<file path="config.mk">
export PLATFORM = sky130hd
export DESIGN_NAME = vga_scan_ctrl
export DESIGN_NICKNAME = d
export VERILOG_FILES = /design/src/rtl/vga_pkg.sv /design/src/rtl/vga_pix_ce.sv /design/src/rtl/vga_scan_ctrl.sv
export SDC_FILE = /design/constraint.sdc
export NUM_CORES = 1
export LEC_CHECK = 0
export BUFFER_PORTS_ARGS = -buffer_cell sky130_fd_sc_hd__buf_2
export CAP_MARGIN = 5
export CORE_ASPECT_RATIO = 0.9
export CORE_MARGIN = 2
export CORE_UTILIZATION = 30
export CTS_CLUSTER_DIAMETER = 40
export DETAILED_ROUTE_END_ITERATION = 12
export REMOVE_ABC_BUFFERS = 1
export SYNTH_ARGS = -nofsm -noshare
export SYNTH_HDL_FRONTEND = slang
export SYNTH_SLANG_ARGS = --single-unit
</file>
<file path="constraint.sdc">
create_clock -name clock -period 2.8 [get_ports clock]
set_input_delay 0.14 -clock clock [delete_from_list [all_inputs] [get_ports clock]]
set_output_delay 0.14 -clock clock [all_outputs]
set_load 0.05 [all_outputs]
</file>
<file path="src/rtl/vga_pkg.sv">
// vga_pkg: shared 640x480@60 timing constants, pixel colour width, and the
// per-position sync/display-enable decode used by the scan controller.
package vga_pkg;

  localparam int RGB_W = 12;   // 4:4:4 colour
  localparam int CNT_W = 10;   // wide enough for 0..799 and 0..524

  // Horizontal timing in pixels.
  localparam int H_ACTIVE = 640;
  localparam int H_FP     = 16;
  localparam int H_SYNC   = 96;
  localparam int H_BP     = 48;
  localparam int H_TOTAL  = H_ACTIVE + H_FP + H_SYNC + H_BP;   // 800

  // Vertical timing in lines.
  localparam int V_ACTIVE = 480;
  localparam int V_FP     = 10;
  localparam int V_SYNC   = 2;
  localparam int V_BP     = 33;
  localparam int V_TOTAL  = V_ACTIVE + V_FP + V_SYNC + V_BP;   // 525

  // Sync windows, start inclusive / end exclusive.
  localparam int H_SYNC_START = H_ACTIVE + H_FP;               // 656
  localparam int H_SYNC_END   = H_SYNC_START + H_SYNC;         // 752
  localparam int V_SYNC_START = V_ACTIVE + V_FP;               // 490
  localparam int V_SYNC_END   = V_SYNC_START + V_SYNC;         // 492

  typedef logic [CNT_W-1:0] cnt_t;

  // Video control bits. The syncs are active-low.
  typedef struct packed {
    logic hsync_n;
    logic vsync_n;
    logic de;
  } vid_ctl_t;

  localparam vid_ctl_t CTL_IDLE = '{hsync_n: 1'b1, vsync_n: 1'b1, de: 1'b0};

  function automatic vid_ctl_t decode_pos(input cnt_t h, input cnt_t v);
    vid_ctl_t c;
    c.de      = (h < cnt_t'(H_ACTIVE)) && (v < cnt_t'(V_ACTIVE));
    c.hsync_n = !((h >= cnt_t'(H_SYNC_START)) && (h < cnt_t'(H_SYNC_END)));
    c.vsync_n = !((v >= cnt_t'(V_SYNC_START)) && (v < cnt_t'(V_SYNC_END)));
    return c;
  endfunction

endpackage

</file>
<file path="src/rtl/vga_pix_ce.sv">
// vga_pix_ce: pixel-enable divider.
//   clock  : system clock
//   res    : synchronous active-high reset
//   en     : run enable; low clears the divider
//   pix_ce : registered one-clock pulse, high while the divider sits at CLK_DIV-1
// The first enabled clock is spent with the divider parked at 0. As a result,
// the first pulse lands CLK_DIV clocks after en rises. CLK_DIV must be at least 2.
module vga_pix_ce #(
  parameter int CLK_DIV = 4
) (
  input  logic clock,
  input  logic res,
  input  logic en,
  output logic pix_ce
);

  localparam int               DIV_W    = (CLK_DIV > 1) ? $clog2(CLK_DIV) : 1;
  localparam logic [DIV_W-1:0] DIV_LAST = DIV_W'(CLK_DIV - 1);

  logic [DIV_W-1:0] div_q, div_d;
  logic             run_q, run_d;
  logic             pix_ce_q, pix_ce_d;

  always_comb begin
    run_d = en;
    div_d = '0;
    if (en && run_q)
      div_d = (div_q == DIV_LAST) ? '0 : div_q + 1'b1;
    // The pulse is registered from the next divider value. This keeps pix_ce
    // aligned with the divider holding DIV_LAST.
    pix_ce_d = en && run_q && (div_d == DIV_LAST);
  end

  always_ff @(posedge clock) begin
    if (res) begin
      run_q    <= 1'b0;
      div_q    <= '0;
      pix_ce_q <= 1'b0;
    end else begin
      run_q    <= run_d;
      div_q    <= div_d;
      pix_ce_q <= pix_ce_d;
    end
  end

  assign pix_ce = pix_ce_q;

endmodule

</file>
<file path="src/rtl/vga_scan_ctrl.sv">
// vga_scan_ctrl: 640x480 VGA raster scanner with a show-ahead pixel source.
//   clock, res          : system clock, synchronous active-high reset
//   en                  : scan enable; low holds the scan idle at (0,0)
//   pix_ce              : one-clock pixel enable (from vga_pix_ce)
//   hcount, vcount      : position of the pixel being fetched
//   pix_req             : pop strobe; pix_valid/pix_data are sampled in the same clock
//   hsync, vsync, de, rgb : registered video outputs, one pixel behind hcount/vcount
//   frame_start         : pulse with the pix_ce at (0,0)
//   underflow           : sticky flag, set when a pop finds no valid pixel
module vga_scan_ctrl #(
  parameter int CLK_DIV = 4,
  parameter int RGB_W   = vga_pkg::RGB_W
) (
  input  logic             clock,
  input  logic             res,
  input  logic             en,
  output logic             pix_ce,
  output logic [9:0]       hcount,
  output logic [9:0]       vcount,
  output logic             pix_req,
  input  logic             pix_valid,
  input  logic [RGB_W-1:0] pix_data,
  output logic             hsync,
  output logic             vsync,
  output logic             de,
  output logic [RGB_W-1:0] rgb,
  output logic             frame_start,
  output logic             underflow
);

  import vga_pkg::*;

  cnt_t             hcount_q, hcount_d;
  cnt_t             vcount_q, vcount_d;
  vid_ctl_t         ctl_q, ctl_d, ctl_pos;
  logic [RGB_W-1:0] rgb_q, rgb_d;
  logic             underflow_q, underflow_d;
  logic             pix_ce_w;

  vga_pix_ce #(.CLK_DIV(CLK_DIV)) u_pix_ce (
    .clock  (clock),
    .res    (res),
    .en     (en),
    .pix_ce (pix_ce_w)
  );

  assign ctl_pos = decode_pos(hcount_q, vcount_q);

  // Both strobes are the pix_ce flop qualified by decodes of the counter flops.
  // The en term kills a pop in the clock where en drops, so no partial
  // request leaks out of an aborted frame.
  assign pix_req     = pix_ce_w & en & ctl_pos.de;
  assign frame_start = pix_ce_w & en & (hcount_q == '0) & (vcount_q == '0);

  always_comb begin
    hcount_d    = hcount_q;
    vcount_d    = vcount_q;
    ctl_d       = ctl_q;
    rgb_d       = rgb_q;
    underflow_d = underflow_q | (pix_req & ~pix_valid);
    if (!en) begin
      hcount_d = '0;
      vcount_d = '0;
      ctl_d    = CTL_IDLE;
      rgb_d    = '0;
    end else if (pix_ce_w) begin
      // Video outputs describe the pixel being left. The counters advance to the next one.
      ctl_d = ctl_pos;
      rgb_d = (pix_req && pix_valid) ? pix_data : '0;
      if (hcount_q == cnt_t'(H_TOTAL - 1)) begin
        hcount_d = '0;
        vcount_d = (vcount_q == cnt_t'(V_TOTAL - 1)) ? '0 : vcount_q + cnt_t'(1);
      end else begin
        hcount_d = hcount_q + cnt_t'(1);
      end
    end
  end

  always_ff @(posedge clock) begin
    if (res) begin
      hcount_q    <= '0;
      vcount_q    <= '0;
      ctl_q       <= CTL_IDLE;
      rgb_q       <= '0;
      underflow_q <= 1'b0;
    end else begin
      hcount_q    <= hcount_d;
      vcount_q    <= vcount_d;
      ctl_q       <= ctl_d;
      rgb_q       <= rgb_d;
      underflow_q <= underflow_d;
    end
  end

  assign pix_ce    = pix_ce_w;
  assign hcount    = hcount_q;
  assign vcount    = vcount_q;
  assign hsync     = ctl_q.hsync_n;
  assign vsync     = ctl_q.vsync_n;
  assign de        = ctl_q.de;
  assign rgb       = rgb_q;
  assign underflow = underflow_q;

endmodule

</file>
==> results of run 1 <==
-- cells in the mapped netlist, types with 4 or more instances --
cell type / number
o21ai_0: 4
nand3_1: 11
a22o_1: 12
xor2_1: 6
nand2_1: 10
inv_1: 6
dfxtp_1: 40
a21oi_1: 8
nor3_1: 6
and3_1: 6
nor4_1: 4
nand4_1: 4
clkbuf_1: 7
xnor2_1: 5
ha_1: 5
nor2_1: 16
and4_1: 4
-- logic make-up (layout without fill, tap and decap cells) --
family          Yosys count  count (layout)  synth area share [%]
mux                       2               2                 1.173
buf+inv                  16              70                 3.739
compound gates           31              31                 12.76
fa+ha+maj                 5               5                 3.666
simple gates             78              78                 26.10
xor+xnor                 11              11                 5.645
flops                    40              40                 46.92
-- cell type report --
cell class / count / area (um2)
Fill cell: 592 / 3450
Clock buffer: 5 / 68.82
Tap cell: 70 / 87.58
Sequential cell: 40 / 800.8
Timing Repair Buffer: 55 / 277.8
Clock inverter: 3 / 42.54
Multi-Input combinational cell: 127 / 842.1
Inverter: 7 / 26.28
-- power groups by stage --
| stage | clock (W) | combinational (W) | sequential, W |
|---|---|---|---|
| floorplan | 0 | 0.00000860 | 0.000584 |
| global placement | 0 | 0.0000246 | 0.000584 |
| detailed placement | 0 | 0.0000244 | 0.000584 |
| CTS | 0.000479 | 0.0000244 | 0.000570 |
| global route | 0.000502 | 0.0000273 | 0.000571 |
| finish | 0.000467 | 0.0000239 | 0.000570 |
-- critical path, cell delays in order (launching register included) --
cell and delay, ns:
dfxtp_1 0.47, or3b_4 0.43, or3_1 0.56, o21ai_1 0.55
nor2_1 0.10
-- registers in the layout, indices dropped and copies added (netlist names) --
name and count:
u_pix_ce.run_q 1, u_pix_ce.pix_ce 1, vcount 10, de 1, u_pix_ce.div_q 2, vsync 1, hsync 1, hcount 10
rgb 12, underflow 1
-- metrics by stage --
stage	instance area (um2)	hold WS [ns]	worst slack (ns)	TNS, ns
floorplan	1669	0.2124	-0.1402	-1.683
finish	2146	0.008718	0.5625	0
detailed placement	2034	0.3139	0.5605	0
global route	2146	0.003458	0.4151	0
CTS	2146	0.002247	0.5540	0
global placement	2034	0.3124	0.6442	0
-- layout by cell type, fill, tap and decap left out, types with 2 or more instances in the layout --
cell	Yosys	final
a21oi_1	8	8
a22o_1	12	12
and3_1	6	6
and4_1	4	4
buf_2	0	54
clkbuf_8	0	5
dfxtp_1	40	40
ha_1	5	5
inv_1	6	6
mux2i_1	2	2
nand2_1	10	10
nand3_1	11	11
nand3b_1	2	2
nand4_1	4	4
nand4b_1	2	2
nor2_1	16	16
nor3_1	6	6
nor4_1	4	4
o21ai_0	4	4
o31ai_1	3	3
or3_1	3	3
or4_1	3	3
xnor2_1	5	5
xor2_1	6	6
-- final timing paths --
check | startpoint | to | slack (ns) | depth (start not counted)
setup / recovery | hcount[4] | vcount[2] | 0.56 | 4
hold / removal | res | underflow | 0.009 | 2
setup reg to reg | hcount[4] | vcount[2] | 0.56 | 4
hold reg to reg | u_pix_ce.run_q | u_pix_ce.div_q[0] | 0.44 | 2
-- metal layers --
metal / wire length (um) / GRT usage [%]
met1: 2087 / 19.10
met2: 1640 / 18.73
met3: 261 / 4.225
met4: 19 / 2.688
met5: 0 / 0
==> impl_metrics.json, run 1 <==
{
  "status": "finished, final reports clean",
  "area_growth_pct": 25.73,
  "gp_congestion": 0.7987,
  "setup.worst_path.start_class": "flip-flop",
  "tritoncts": "built",
  "final_hold_viol_count": 0,
  "period_minus_slack_ns": 2.237,
  "die_h_um": 75.56,
  "ant_nets": 0,
  "p_sw_w": 0.0002187,
  "seq_power_share_pct": 53.7,
  "p_per_area_nw_per_um2": 494.5,
  "drt_iter0_drc": 61,
  "power.internal_w": 0.0008424,
  "die_area_um2": 6309,
  "relSlewSlack_pct": 46.73,
  "worstPathArrival_ns": 2.40,
  "cts-root-buf": "clkbuf_8",
  "pwr-share-clk_pct": 44.0,
  "dr.pass1.iters": 4,
  "grt_pass1_wl_um": 6610,
  "antenna_found_initial": 0,
  "hpwlAfterDp_um": 2898,
  "dr_total_vias": 1527,
  "ys_seq_area_share_pct": 46.92,
  "post_cts_resized": 0,
  "hold_class": "input pin to flip-flop",
  "synth_warnings": 0,
  "finClkSkew_ns": 0.007808,
  "hold_buffers": 0,
  "setup_viol": 0,
  "netlist_top_cells_area": "dfxtp_1, a22o_1, ha_1",
  "swShare_pct": 20.61,
  "numCtsBuffers": 5,
  "yosysTopAreaCell": "dfxtp_1",
  "port_buffers": 54,
  "row_count": 26,
  "maxCapViolCount": 0,
  "synthFlopType": "dfxtp_1",
  "synthCells": 183,
  "die_w_um": 83.51,
  "worst-slew-pin-transition_ns": 0.7962,
  "synth_edf_count": 0,
  "cp.required_ns": 2.96,
  "post_drt_via_cell_ratio": 4.974,
  "syn_avg_cell_area_um2": 9.326,
  "overflow": 0,
  "post_cts_buffers": 0,
  "async_reset_ff_share_pct": 0,
  "power_frac_comb_pct": 2.3,
  "synth_seq_cells": 40,
  "drive_gt1_share_pct": 28.69,
  "worstSetupPathType": "flip-flop to flip-flop",
  "synth_cell_types": 37,
  "post-route-period-util_pct": 79.91,
  "io_pins": 55,
  "drc": 0,
  "fin_cells": 307,
  "cts_sinks": 40,
  "final_util_pct": 38.35,
  "drt_wl_total_um": 4009,
  "grt_max_degree": 14,
  "fin_nets": 257,
  "coreArea_um2": 5595,
  "dp.cells": 299,
  "htreeDepth": 2,
  "grt_use_total_pct": 13.00,
  "diodes": 0,
  "clk_pin_slew_ns": 0.08,
  "p_leak_nw": 0.9148,
  "insertion_delay_ns": 0.29,
  "start_util_pct": 30.50,
  "cts_buffer_depth": 2,
  "end_kind": "flip-flop",
  "slew_viol_final": 0,
  "wire_per_inst_um": 13.06,
  "grt_setup_unrepaired": "no",
  "fmax_mhz": 446.9,
  "synth_top_area_share_pct": 46.92,
  "first_global_vias": 1317,
  "netlist_area_um2": 1707,
  "critPathMaxFanout": 13,
  "vdd_ir_drop_max_mv": 0.2367,
  "power_w": 0.001061
}
No activity file was read; power rests on OpenSTA's default activity.
==> inputs of run 2 (changes only) <==
==> constraint.sdc (replaced) <==
create_clock -name clock -period 1.95 [get_ports clock]
set_input_delay 0.0975 -clock clock [delete_from_list [all_inputs] [get_ports clock]]
set_output_delay 0.0975 -clock clock [all_outputs]
set_load 0.05 [all_outputs]
==> run 2 against run 1 <==
The run now ends with negative setup slack left. Critical path depth unchanged. Final area increased by 11%. Maximum frequency rose by 15%. Setup slack got worse by 0.56 ns. Clock power rose by 46%. Combinational power grew 68%. Critical path type unchanged. Highest routed layer unchanged.
==> impl_metrics.json, run 2 (synthesis gave the netlist of run 1 again) <==
{
  "status": "finished, violations left",
  "violations": "negative setup slack",
  "relSlewSlack_pct": 48.11,
  "drt_wl_total_um": 4522,
  "grtUsageMet2_pct": 21.42,
  "period_minus_slack_ns": 1.951,
  "p_leak_nw": 1.029,
  "cts_buffer_depth": 2,
  "drc": 0,
  "cts_sinks": 40,
  "grt_setup_unrepaired": "yes",
  "worstPathArrival_ns": 2.19,
  "drive_gt1_share_pct": 39.00,
  "worst-slew-pin-transition_ns": 0.7755,
  "finClkSkew_ns": 0.01017,
  "drt_iter0_drc": 80,
  "numCtsBuffers": 5,
  "use_met3_pct": 4.442,
  "cp.required_ns": 2.19,
  "grt_use_met1_pct": 20.33,
  "wire_per_inst_um": 13.74,
  "fmax_mhz": 512.6,
  "dp.cells": 315,
  "fin_cells": 329,
  "final_common_cell": "buf_2",
  "grt_use_total_pct": 14.31,
  "grt_pass1_wl_um": 7224,
  "tritoncts": "built",
  "start_util_pct": 30.50,
  "io_pins": 55,
  "largest_register_ffs": 12,
  "ant_nets": 0,
  "gp_congestion": 0.8157,
  "antenna_found_initial": 0,
  "maxCapViolCount": 0,
  "port_buffers": 54,
  "htreeDepth": 2,
  "most-common-layout-cells": "buf_2, dfxtp_1, buf_4, nor2_1, a22o_1",
  "area_growth_pct": 40.03,
  "vdd_ir_drop_max_mv": 0.3872,
  "setup_slack_ns": -0.0009861,
  "post_drt_via_cell_ratio": 4.933,
  "dr_total_vias": 1623,
  "post-route-period-util_pct": 100.1,
  "critPathMaxFanout": 5,
  "dp_slack_ns": -0.008355,
  "worstSetupPathType": "flip-flop to flip-flop",
  "top_usage_layer": "met2",
  "hold_class": "input pin to flip-flop",
  "clk_pin_slew_ns": 0.09,
  "insertion_delay_ns": 0.30,
  "dr.pass1.iters": 4,
  "slew_viol_final": 0,
  "grt_max_degree": 14,
  "overflow": 0,
  "setup.worst_path.start_class": "flip-flop",
  "end_kind": "flip-flop",
  "nFillCells": 573,
  "row_count": 26,
  "coreArea_um2": 5595,
  "fin_nets": 279,
  "final_hold_viol_count": 0,
  "cts-root-buf": "clkbuf_8",
  "p_per_area_nw_per_um2": 645.2,
  "die_w_um": 83.51,
  "die_area_um2": 6309,
  "first_global_vias": 1413,
  "hpwlAfterDp_um": 3213,
  "die_h_um": 75.56,
  "setup_viol": 1,
  "diodes": 0
}
[run 2: cell count changes in the layout (fill, tap and decap cells not counted), sizes merged]
cell and delta:
or3 +1, buf +19, dlygate4sd3 +2
[run 2: per-stage QoR]
stage / hold WS, ns / utilization [%] / cell area, um2 / setup TNS (ns) / total power, W
4_1_cts: 0.005008 / 40.85 / 2286 / -0.01798 / 0.001549
6_report: 0.009589 / 42.71 / 2390 / -0.0009861 / 0.001542
3_5_place_dp: 0.2884 / 38.51 / 2155 / -0.008355 / 0.0008750
5_1_grt: 0.001831 / 42.71 / 2390 / -0.04692 / 0.001599
3_3_place_gp: 0.2728 / 38.51 / 2155 / 0 / 0.0008750
2_1_floorplan: 0.1699 / - / 1669 / -17.09 / 0.0008513
[run 2: report_power, final]
group          leakage (nW)  switching, W  internal, W   total, W
combinational         0.651     0.0000231    0.0000170  0.0000402
sequential            0.324   0.000000956     0.000818   0.000819
clock                0.0541      0.000304     0.000379   0.000683
total                  1.03      0.000328      0.00121    0.00154
[run 2: worst max-delay path: stages (launching register included)]
cell	delay [ns]
dfxtp_1	0.32
or3b_4	0.42
or4_4	0.54
or4b_4	0.49
a21oi_2	0.14
[run 2: per-layer routing]
metal / share of wire [%] / up-vias
li1: - / 818
met1: 50 / 756
met2: 43 / 47
met3: 6.0 / 2
met4: 0.31 / 0
met5: 0 / -
[run 2: timing repair]
action                                  4_1_cts  5_1_grt
endpoints found under the setup margin        3       17
pin swaps                                     1        6
hold endpoints to repair                      1        1
hold buffers                                  1        1
gates cloned                                  0        1
setup buffers                                 1        2
resized for setup                             1       16
[run 2: cell type report]
cell class	count	area (um2)	area share, %
Inverter	7	26.28	1.099
Multi-Input combinational cell	128	917.1	38.38
Sequential cell	40	804.5	33.66
Timing Repair Buffer	76	442.9	18.53
Tap cell	70	87.58	3.665
Clock inverter	3	42.54	1.780
Clock buffer	5	68.82	2.880
[run 2: final timing paths]
check                               startpoint           endpoint  slack (ns)  cells past startpoint
worst max-delay path                 hcount[6]          vcount[6]      -0.001                      4
worst min-delay path              pix_data[11]            rgb[11]        0.01                      2
worst max register to register       hcount[6]          vcount[6]      -0.001                      4
worst min register to register  u_pix_ce.run_q  u_pix_ce.div_q[0]        0.44                      2
==> inputs of run 3 (changes only) <==
--- a/config.mk
+++ b/config.mk
@@ -12,6 +12,7 @@
 export CORE_UTILIZATION = 30
 export CTS_CLUSTER_DIAMETER = 40
 export DETAILED_ROUTE_END_ITERATION = 12
+export PLACE_DENSITY = 0.64
 export REMOVE_ABC_BUFFERS = 1
 export SYNTH_ARGS = -nofsm -noshare
 export SYNTH_HDL_FRONTEND = slang
==> run 3 against run 2 <==
Combinational power decreased by 6.5%. Clock power is 3.5% lower. Via count fell by 1.2%. Critical endpoint unchanged. The flow now finishes without violations. Largest cell class unchanged. Core utilization is 1.7 points lower. Count of clock-buffer cells in the layout up 1. Power decreased by 1.7%. Die area did not move.
==> impl_metrics.json, run 3 (synthesis gave the netlist of run 1 again) <==
{
  "tritoncts": "built",
  "fmax_mhz": 520.1,
  "worst-path-stages": 4,
  "dp.cells": 316,
  "critPathMaxFanout": 4,
  "p_per_area_nw_per_um2": 659.9,
  "nFillCells": 594,
  "worstPathCellList": "or3b_4, or4_4, or4b_4, a21oi_2",
  "coreArea_um2": 5595,
  "area_growth_pct": 34.53,
  "dr_total_vias": 1603,
  "hpwlAfterDp_um": 3140,
  "status": "finished, final reports clean",
  "wire_per_inst_um": 12.88,
  "cts_buffer_depth": 2,
  "worst-slew-pin-transition_ns": 0.7760,
  "grt_pass1_wl_um": 6906,
  "dp_slack_ns": -0.01098,
  "row_count": 26,
  "ant_nets": 0,
  "grt_max_degree": 14,
  "slew_viol_final": 0,
  "p_leak_nw": 1.015,
  "grt_setup_unrepaired": "yes",
  "most-common-layout-cells": "buf_2, dfxtp_1, buf_4, nor2_1, a22o_1",
  "cts-root-buf": "clkbuf_8",
  "drt_iter0_drc": 75,
  "setup_viol": 0,
  "worstPathArrival_ns": 2.15,
  "period_minus_slack_ns": 1.923,
  "fin_cells": 326,
  "finClkSkew_ns": 0.004339,
  "end_kind": "flip-flop",
  "setup-tns-final_ns": 0,
  "post-route-period-util_pct": 98.60,
  "crit_buf_inv": 0,
  "hold_depth": 2,
  "hold_class": "input pin to flip-flop",
  "fin_nets": 276,
  "grt_use_total_pct": 13.68,
  "cp.required_ns": 2.18,
  "start_util_pct": 30.50,
  "final_hold_viol_count": 0,
  "maxCapViolCount": 0,
  "clk_pin_slew_ns": 0.08,
  "cts_sinks": 40,
  "post_dp_cell_area_um2": 2162,
  "crit_family": "simple AND/OR/NAND/NOR gates",
  "first_global_vias": 1418,
  "worst-r2r-cell-count": 4,
  "largest_register_ffs": 12,
  "die_w_um": 83.51,
  "die_h_um": 75.56,
  "worstSetupPathType": "flip-flop to flip-flop",
  "port_buffers": 54,
  "seqCellArea_um2": 802.0,
  "insertion_delay_ns": 0.29,
  "dr.pass1.iters": 4,
  "numCtsBuffers": 5,
  "vdd_ir_drop_max_mv": 0.4274,
  "io_pins": 55,
  "crit_slowest_cell": "or4_4",
  "post_drt_via_cell_ratio": 4.917,
  "htreeDepth": 2,
  "antenna_found_initial": 0,
  "overflow": 0,
  "setup_slack_ns": 0.02738,
  "relSlewSlack_pct": 48.08,
  "multi_input_area_um2": 847.1,
  "drc": 0,
  "gp_congestion": 0.8133,
  "drive_gt1_share_pct": 33.98,
  "die_area_um2": 6309,
  "fin_area_um2": 2296,
  "drt_wl_total_um": 4198,
  "final_common_cell": "buf_2",
  "max_stage_delay_ns": 0.53,
  "setup.worst_path.start_class": "flip-flop",
  "power_w": 0.001515,
  "diodes": 0
}
-- run 3: cell count changes in the layout (fill, tap and decap cells not counted), sizes merged --
| cell | change |
|---|---|
| buf | -1 |
| clkbuf | +1 |
| clkinvlp | -1 |
| dlygate4sd3 | -1 |
| or3 | -1 |
-- run 3: area by class of cell --
class | instances | share of cell area (%)
Multi-Input combinational cell | 127 | 36.89
Sequential cell | 40 | 34.93
Timing Repair Buffer | 74 | 18.53
Tap cell | 70 | 3.815
Clock buffer | 6 | 3.161
Clock inverter | 2 | 1.526
Inverter | 7 | 1.144
-- run 3: worst paths after layout --
path                                           to  slack, ns           start
worst max register to register          vcount[6]       0.03       hcount[6]
worst max-delay path                    vcount[6]       0.03       hcount[6]
worst min-delay path                       rgb[0]       0.01     pix_data[0]
worst min register to register  u_pix_ce.div_q[0]       0.43  u_pix_ce.run_q
-- run 3: power breakdown --
part	internal [W]	leakage, nW	switching, W
logic	0.0000157	0.637	0.0000219
registers	0.000818	0.323	0.00000102
clock network	0.000380	0.0552	0.000279
total	0.00121	1.02	0.000302
-- run 3: through the flow --
| stage | hold slack, ns | utilization [%] |
|---|---|---|
| 5_1_grt | 0.0005597 | 41.03 |
| 4_1_cts | 0.005960 | 40.99 |
| 2_1_floorplan | 0.1699 | - |
| 6_report | 0.01294 | 41.03 |
| 3_3_place_gp | 0.2694 | 38.64 |
| 3_5_place_dp | 0.2716 | 38.64 |
-- run 3: routing by layer --
| layer | wire length (um) | global-route usage [%] | up-vias |
|---|---|---|---|
| met1 | 2115 | 19.22 | 741 |
| met2 | 1822 | 21.06 | 48 |
| met4 | 34 | 3.943 | 0 |
| met3 | 226 | 3.575 | 5 |
| met5 | 0 | 0 | - |
| li1 | - | - | 809 |
-- run 3: timing repair --
action,in CTS,in global routing
pin swaps,3,2
hold buffers,1,0
hold endpoints to repair,1,0
endpoints found under the setup margin,3,3
resized for setup,2,2
buffers inserted,1,0
